`src/rtl/ext_mem_model_nch.sv`:
```
// N-channel off-chip byte-array memory slave for HLS top-level benches.
// Per-channel delayed DataRdy, little-endian multi-byte access, sticky errors and activity counters.
module ext_mem_model_nch #(
    parameter int N_CH      = 2,
    parameter int ADDR_W    = 7,
    parameter int DATA_W    = 8,
    parameter int MEM_BYTES = 1,
    parameter int BASE_ADDR = 0,
    parameter int RD_DELAY  = 2,
    parameter int WR_DELAY  = 1,
    parameter int SIZE_W    = $clog2(DATA_W) + 1
) (
    input  logic                   clock,
    input  logic                   reset,
    input  logic [N_CH-1:0]        oe_ram,
    input  logic [N_CH-1:0]        we_ram,
    input  logic [N_CH*ADDR_W-1:0] addr_ram,
    input  logic [N_CH*DATA_W-1:0] Wdata_ram,
    input  logic [N_CH*SIZE_W-1:0] data_ram_size,
    input  logic                   ld_en,
    input  logic [ADDR_W-1:0]      ld_addr,
    input  logic [7:0]             ld_data,
    output logic [N_CH*DATA_W-1:0] Rdata_ram,
    output logic [N_CH-1:0]        DataRdy,
    output logic                   err,
    output logic [1:0]             err_code,
    output logic [31:0]            access_cnt,
    output logic [15:0]            collision_cnt
);
    localparam int LANES = DATA_W / 8;

    logic [7:0]      mem [MEM_BYTES];
    logic [31:0]     cnt [N_CH];

    int              off [N_CH];
    int              nbytes [N_CH];
    logic [N_CH-1:0] claim;
    logic [N_CH-1:0] bad_rw;
    logic [N_CH-1:0] bad_size;
    logic [N_CH-1:0] bad_range;
    logic [N_CH-1:0] ch_err;
    logic [N_CH-1:0] wr_en;
    logic [31:0]     rdy_sum;
    logic            any_err;
    logic [1:0]      first_code;

    logic [7:0]      byte_nxt [MEM_BYTES];
    logic [MEM_BYTES-1:0] byte_we;
    logic            collide;
    int              hits;

    function automatic logic covers(input int o, input int nb, input int j);
        return (j >= o) && (j < o + nb);
    endfunction

    function automatic logic [1:0] code_of(input logic rw, input logic sz);
        if (rw)      return 2'd1;
        else if (sz) return 2'd3;
        else         return 2'd2;
    endfunction

    // Claim is decided by the base address alone so a span overrunning the top is still answered (with an error).
    always_comb begin
        rdy_sum    = '0;
        any_err    = 1'b0;
        first_code = 2'd0;
        for (int i = 0; i < N_CH; i++) begin
            off[i]       = int'(addr_ram[i*ADDR_W +: ADDR_W]) - BASE_ADDR;
            nbytes[i]    = int'(data_ram_size[i*SIZE_W +: SIZE_W]) / 8;
            claim[i]     = (oe_ram[i] | we_ram[i]) && (off[i] >= 0) && (off[i] < MEM_BYTES);
            bad_rw[i]    = oe_ram[i] & we_ram[i];
            bad_size[i]  = (data_ram_size[i*SIZE_W +: SIZE_W] == '0)
                        || (int'(data_ram_size[i*SIZE_W +: SIZE_W]) > DATA_W)
                        || (data_ram_size[i*SIZE_W +: 3] != 3'd0);
            bad_range[i] = (off[i] + nbytes[i]) > MEM_BYTES;
            ch_err[i]    = bad_rw[i] | bad_size[i] | bad_range[i];
            DataRdy[i]   = reset && claim[i]
                        && (cnt[i] == 32'(oe_ram[i] ? RD_DELAY - 1 : WR_DELAY - 1));
            wr_en[i]     = DataRdy[i] && we_ram[i] && !ch_err[i];
            rdy_sum      = rdy_sum + 32'(DataRdy[i]);
        end
        // Descending scan leaves the lowest erroring channel's code.
        for (int i = N_CH - 1; i >= 0; i--) begin
            if (claim[i] && ch_err[i]) begin
                any_err    = 1'b1;
                first_code = code_of(bad_rw[i], bad_size[i]);
            end
        end
    end

    always_comb begin
        Rdata_ram = '0;
        for (int i = 0; i < N_CH; i++) begin
            for (int b = 0; b < LANES; b++) begin
                for (int j = 0; j < MEM_BYTES; j++) begin
                    if (DataRdy[i] && oe_ram[i] && !ch_err[i] && (b < nbytes[i]) && (off[i] + b == j))
                        Rdata_ram[(i*LANES + b)*8 +: 8] = mem[j];
                end
            end
        end
    end

    // Later writers override earlier ones: preload first, then channels in ascending index.
    always_comb begin
        byte_we = '0;
        collide = 1'b0;
        hits    = 0;
        for (int j = 0; j < MEM_BYTES; j++) begin
            byte_nxt[j] = ld_data;
            hits        = 0;
            if (ld_en && (int'(ld_addr) - BASE_ADDR == j))
                byte_we[j] = 1'b1;
            for (int i = 0; i < N_CH; i++) begin
                if (wr_en[i] && covers(off[i], nbytes[i], j)) begin
                    byte_we[j]  = 1'b1;
                    byte_nxt[j] = Wdata_ram[i*DATA_W + (j - off[i])*8 +: 8];
                    hits        = hits + 1;
                end
            end
            if (hits > 1)
                collide = 1'b1;
        end
    end

    always_ff @(posedge clock) begin
        for (int j = 0; j < MEM_BYTES; j++) begin
            if (byte_we[j])
                mem[j] <= byte_nxt[j];
        end
    end

    always_ff @(posedge clock) begin
        if (!reset) begin
            for (int i = 0; i < N_CH; i++)
                cnt[i] <= '0;
            err           <= 1'b0;
            err_code      <= 2'd0;
            access_cnt    <= '0;
            collision_cnt <= '0;
        end else begin
            for (int i = 0; i < N_CH; i++) begin
                if (!claim[i] || DataRdy[i])
                    cnt[i] <= '0;
                else
                    cnt[i] <= cnt[i] + 32'd1;
            end
            if (any_err && !err) begin
                err      <= 1'b1;
                err_code <= first_code;
            end
            access_cnt <= access_cnt + rdy_sum;
            if (collide && (collision_cnt != 16'hFFFF))
                collision_cnt <= collision_cnt + 16'd1;
        end
    end
endmodule
```
`config.mk`:
```
export PLATFORM = sky130hd
export DESIGN_NAME = ext_mem_model_nch
export DESIGN_NICKNAME = d
export VERILOG_FILES = /design/src/rtl/ext_mem_model_nch.sv
export SDC_FILE = /design/constraint.sdc
export NUM_CORES = 1
export LEC_CHECK = 0
export BUFFER_PORTS_ARGS = -buffer_cell sky130_fd_sc_hd__buf_2
export CAP_MARGIN = 10
export CORE_UTILIZATION = 45
export CTS_CLUSTER_SIZE = 28
export DETAILED_ROUTE_END_ITERATION = 10
export PLACE_DENSITY_LB_ADDON = 0.3
export SKIP_LAST_GASP = 1
export SLEW_MARGIN = 25
export SYNTH_ARGS = -nofsm -noshare
export SYNTH_HDL_FRONTEND = slang
export SYNTH_SLANG_ARGS = --single-unit
```
`constraint.sdc`:
```
create_clock -name clock -period 4.4 [get_ports clock]
set_clock_uncertainty 0.15 [all_clocks]
set_input_delay 0 -clock clock [delete_from_list [all_inputs] [get_ports clock]]
set_output_delay 0 -clock clock [all_outputs]
set_load 0.02 [all_outputs]
```
==> results.toml, run 1 <==
[hold_path]
hold_start = "addr_ram[12]"
whs_path_depth = 4
worstHoldPathType = "input pin to flop"
hold_end = "err"

[clock_network]
cts_root_buf = "clkbuf_16"
clock_latency_ns = 0.42
cts_buffers = 17
cts.sinks = 123
cts_setup_buffers = 0
cts_tree = "built"
cts_max_level = 4
hold_buffers = 31
ctsResizeCount = 0
cts_buffer_depth = 2
clk_pin_slew_worst_paths_ns = 0.06

[critical_path]
rr_worst_depth = 9
worst_path_max_delay_cell = "or4b_4"
cpMostUsedCell = "dlygate4sd3_1"
cp_top_family = "simple AND/OR/NAND/NOR gates"
r2r-end = "mem[0][1]"
r2r_setup_slack_ns = 0.50
path_cells = "nor4_1, nand4_1, nor3_1, or4b_4, and2_2, a21oi_1, dlygate4sd3_1, o21ai_0, dlygate4sd3_1"
cp.required_ns = 4.42
crit_buf_inv = 2
max_stage_delay_ns = 0.57
cp_max_fo = 8
arrival_ns = 3.92
start_kind = "flop"
crit-reg2reg-launch = "cnt[0][27]"
crit_path_end_kind = "flop"
critPathKind = "flop to flop"

[pwr]
leakage_nw = 3.58
power_w = 0.00278
vdd_ir_drop_max_mv = 0.273
p_per_area_nw_per_um2 = 314

[yosys]
synth_area_leader_cell = "edfxtp_1"
ys_seq_elements = 123
netlist_top_cells_area = "edfxtp_1 31%, dfxtp_1 15%, nor2_1 7.2%, xor2_1 6.7%, xnor2_1 4.7%"
syn_inst = 746
async_reset_ff_frac = 0
synth-edff-count = 72
synth_area_um2 = 6900
ys_warn_count = 0
synthDistinctLibCells = 57
seq_area_frac_synth = 0.461
synth_ff_type = "edfxtp_1"
syn_area_per_cell_um2 = 9.25
netlist.area_leader.share = 0.313

[sta]
fin_crit_sh = 0.887
hold_viol_final = 0
rsz0062_at_grt = "no"
slew_headroom = 0.436
setup_viol = 0
max_freq_mhz = 256
finalCriticalPeriod_ns = 3.90
maxSlewViolCount = 0
tightest_slew_ns = 0.842
setup_tns_ns = 0

[finish]
area_delta_synth_final_pct = 28.5
final_cell_mix = "132 x nor2_1, 128 x buf_2, 72 x edfxtp_1"
fillers = 1305
stdcell_count = 1173
layout_commonest_cell = "nor2_1"
finish.utilization = 0.601
insertedDiodeCount = 0
drive_above_1_share = 0.187
final_nets = 1048

[route]
drt_wl_total_mm = 16.1
ant_nets = 0
drc = 0
firstDrtPassIters = 5
avgRoutedWirePerCell_um = 13.7
drt-initial-drc-count = 325
num_vias = 6009
vias_per_cell = 5.12

[placement]
dpl.cell_count = 1110
dp_hpwl_mm = 11.5
finalWeightedCongestion = 0.782
io_buffers = 128

[global_routing]
grt_overflow_total = 0
grt_max_degree = 33
grt_first_pass_wirelength_mm = 27.2
grt_pass1_vias = 5773
grt_usage = 0.214
grt_antenna_before_repair = 0

[floorplanning]
die_h_um = 126
fp.dieArea_um2 = 15800
fp.dieW_um = 126
core_area_um2 = 14800
io_pins = 129
rows = 44
start_util = 0.468

[outcome]
outcome = "complete, no violations"

[job]
drv_cap = 0
-- cells in the mapped netlist (all sizes together) (2+ instances only) --
cell / count
nor2: 132
edfxtp: 72
nand2: 60
xor2: 53
dfxtp: 51
nand3: 50
xnor2: 37
nand4: 29
inv: 26
and3: 25
and2: 22
a21oi: 20
nor4: 20
mux2i: 18
nor3: 18
o21ai: 18
clkbuf: 13
ha: 11
nand2b: 10
a22oi: 8
or3: 8
and4: 7
buf: 4
nand3b: 4
nor4b: 4
a31o: 3
a31oi: 2
o211a: 2
o211ai: 2
-- per-stage QoR --
stage,cell area [µm²],worst slack [ns],hold WS (ns)
finish,8860,0.498,0.0153
CTS,8860,0.564,0.00212
global route,8860,0.218,0.0672
floorplan,7130,0.616,0.0494
detailed placement,7960,0.661,0.148
global placement,7960,0.728,0.142
-- cell families (layout without fill, tap and decap cells) --
group / count (synthesis) / in the layout / synth area share
fa+ha+maj: 12 / 12 / 0.0229
compound gates: 61 / 61 / 0.0553
simple gates: 398 / 398 / 0.293
flops: 123 / 123 / 0.461
other cells: 1 / 64 / 0.000544
buf+inv: 43 / 223 / 0.0267
mux: 18 / 18 / 0.0261
xor+xnor: 90 / 90 / 0.114
-- registers in the layout, summed over array words and instances, names as in the netlist --
name	cells
mem	8
err	1
cnt	64
access_cnt	32
collision_cnt	16
err_code	2
-- final cells by class --
| type | instances | area [µm²] | area share |
|---|---|---|---|
| Sequential cell | 123 | 3180 | 0.359 |
| Tap cell | 184 | 230 | 0.0260 |
| Timing Repair Buffer | 165 | 996 | 0.112 |
| Multi-Input combinational cell | 643 | 3770 | 0.425 |
| Clock inverter | 12 | 109 | 0.0123 |
| Clock buffer | 20 | 478 | 0.0539 |
| Inverter | 26 | 97.6 | 0.0110 |
-- worst max-delay path by stage --
stage / start / endpoint / slack [ns] / cells after the start
2_1_floorplan: cnt[1][5] / access_cnt[27] / 0.62 / 13
3_3_place_gp: cnt[1][17] / access_cnt[27] / 0.73 / 15
3_5_place_dp: cnt[1][17] / access_cnt[27] / 0.66 / 15
4_1_cts: cnt[0][27] / mem[0][1] / 0.56 / 9
5_1_grt: cnt[1][17] / access_cnt[27] / 0.22 / 15
6_report: cnt[0][27] / mem[0][1] / 0.50 / 9
-- worst min-delay path, delay by kind of cell --
kind	cells	cell delay, ns
compound gates	3	0.44
buf+inv	1	0.10
-- layer usage --
metal  GRT usage  share of wire  wire length, µm  up-vias
met1       0.267           0.46             7450     2825
li1            -              -                -     3033
met3      0.0629          0.053              860       19
met2       0.352           0.47             7540      132
met5           0              0                0        -
met4      0.0787          0.017              272        0
-- where the power goes --
group / internal (W) / switching (W)
combinational: 0.0000725 / 0.0000773
sequential: 0.00124 / 0.0000251
clock: 0.000844 / 0.000527
total: 0.00215 / 0.000629
Note: power is estimated with default switching activity, not from simulation.
==> run 2: changes to the inputs <==
--- a/config.mk
+++ b/config.mk
@@ -5,10 +5,10 @@
 export SDC_FILE = /design/constraint.sdc
 export NUM_CORES = 1
 export LEC_CHECK = 0
-export BUFFER_PORTS_ARGS = -buffer_cell sky130_fd_sc_hd__buf_2
+export BUFFER_PORTS_ARGS = -buffer_cell sky130_fd_sc_hd__buf_4
 export CAP_MARGIN = 10
 export CORE_UTILIZATION = 45
-export CTS_CLUSTER_SIZE = 28
+export CTS_CLUSTER_SIZE = 8
 export DETAILED_ROUTE_END_ITERATION = 10
 export PLACE_DENSITY_LB_ADDON = 0.3
 export SKIP_LAST_GASP = 1
==> constraint.sdc (replaced) <==
create_clock -name clock -period 4.3 [get_ports clock]
set_clock_uncertainty 0.15 [all_clocks]
set_input_delay 0 -clock clock [delete_from_list [all_inputs] [get_ports clock]]
set_output_delay 0 -clock clock [all_outputs]
set_load 0.02 [all_outputs]
==> run 2 against run 1 <==
Via count decreased by 0.57%; sequential share of layout area fell by 1.3 points; die area stayed put; critical path type is now input pin to flop; combinational power is 14% higher; cell count increased by 0.17%; largest power group unchanged; global-route usage decreased by 0.25 points.
==> results.toml, run 2 (synthesis results as in run 1) <==
[global_routing]
grt_max_degree = 34
grt_antenna_before_repair = 0
grt_pass1_vias = 5715
grt_overflow_total = 0
grt_usage = 0.211
grt_first_pass_wirelength_mm = 27.0

[floorplanning]
fp.dieW_um = 126
core_area_um2 = 14800
fp.dieArea_um2 = 15800
die_h_um = 126
start_util = 0.468
io_pins = 129
rows = 44

[finish]
top_regs = "cnt x64, access_cnt x32, collision_cnt x16"
area_delta_synth_final_pct = 33.3
insertedDiodeCount = 0
final_nets = 1050
layout_commonest_cell = "buf_4"
final_cell_mix = "134 x buf_4, 132 x nor2_1, 72 x edfxtp_1"
drive_above_1_share = 0.188
final_area_um2 = 9200
largest-register = "cnt"
largest_register_ffs = 64

[sta]
fin_crit_sh = 0.934
hold_viol_final = 0
setup_tns_ns = 0
setup_viol = 0
rsz0062_at_grt = "no"
tightest_slew_ns = 0.813
slew_headroom = 0.456
finalCriticalPeriod_ns = 4.02
maxSlewViolCount = 0
max_freq_mhz = 249

[critical_path]
path_cells = "dlygate4sd3_1, buf_4, nor4b_1, dlygate4sd3_1, nand2_1, nor3_2, nand3_1, and2_2, a21oi_1, dlygate4sd3_1, o21ai_0, dlygate4sd3_1"
max_stage_delay_ns = 0.61
cp.required_ns = 4.31
worst_path_max_delay_cell = "dlygate4sd3_1"
cp_max_fo = 8
critPathKind = "input pin to flop"
start_kind = "input pin"
crit_path_end_kind = "flop"
cpMostUsedCell = "dlygate4sd3_1"
arrival_ns = 4.03

[placement]
place_area_um2 = 8280
io_buffers = 128
finalWeightedCongestion = 0.787
dp_hpwl_mm = 11.5

[route]
drt-initial-drc-count = 362
firstDrtPassIters = 5
vias_per_cell = 5.09
drt_wl_total_mm = 16.0
ant_nets = 0
num_vias = 5975
avgRoutedWirePerCell_um = 13.6
drc = 0

[job]
drv_cap = 0

[clock_network]
clock_latency_ns = 0.42
clk_pin_slew_worst_paths_ns = 0.06
cts_max_level = 4
cts_buffer_depth = 2
cts_buffers = 17
cts.sinks = 123
cts_setup_buffers = 0
cts_root_buf = "clkbuf_16"
cts_tree = "built"

[pwr]
p_per_area_nw_per_um2 = 308
vdd_ir_drop_max_mv = 0.273
leakage_nw = 3.62

[hold_path]
worstHoldPathType = "input pin to flop"

[outcome]
outcome = "complete, no violations"
[run 2: final timing paths]
kind	from	to	slack, ns	cells after the start
setup / recovery	data_ram_size[5]	mem[0][4]	0.28	12
hold / removal	addr_ram[8]	err	0.04	5
setup reg to reg	cnt[0][27]	mem[0][4]	0.41	9
hold reg to reg	err_code[0]	err_code[0]	0.31	2
[run 2: layout make-up]
class	instances	area, µm²
inverter	26	97.6
clock buffer	19	475
timing repair buffer	167	1340
clock inverter	13	100
tap	184	230
sequential	123	3180
fill	1241	5560
multi-input combinational	643	3770
[run 2: where the power goes]
group	internal, W	switching, W	leakage (nW)
logic	0.0000906	0.0000800	2.19
clock network	0.000816	0.000555	0.286
registers	0.00127	0.0000252	1.14
total	0.00217	0.000660	3.62
[run 2: metrics by stage]
stage	util	std cells	setup WS, ns	total power (W)	hold WS (ns)
after floorplan	-	809	0.516	0.00139	0.0494
after global placement	0.561	1110	0.657	0.00146	0.143
after detailed placement	0.561	1110	0.583	0.00146	0.144
after CTS	0.623	1175	0.253	0.00285	0.00250
after global routing	0.623	1175	0.0620	0.00293	0.0805
final	0.623	1175	0.283	0.00283	0.0419
[run 2: critical path: cells and delay by family]
| kind | cells | cell delay, ns |
|---|---|---|
| buffers and inverters | 5 | 2.41 |
| and+or+nand+nor | 5 | 1.36 |
| AOI/OAI and AO/OA | 2 | 0.25 |
[run 2: routing by layer]
layer | wire [µm] | global-route usage | up-vias | share of wire
met1 | 7280 | 0.271 | 2778 | 0.45
met2 | 7670 | 0.342 | 136 | 0.48
met3 | 838 | 0.0612 | 13 | 0.052
li1 | - | - | 3048 | -
met5 | 0 | 0 | - | 0
met4 | 232 | 0.0723 | 0 | 0.014
[run 2: timing repair]
| action | 4_1_cts | 5_1_grt |
|---|---|---|
| hold buffers | 33 | 0 |
| gates resized for setup | 0 | 1 |
| endpoints found under the setup margin | 0 | 8 |
| hold endpoints to repair | 27 | 0 |
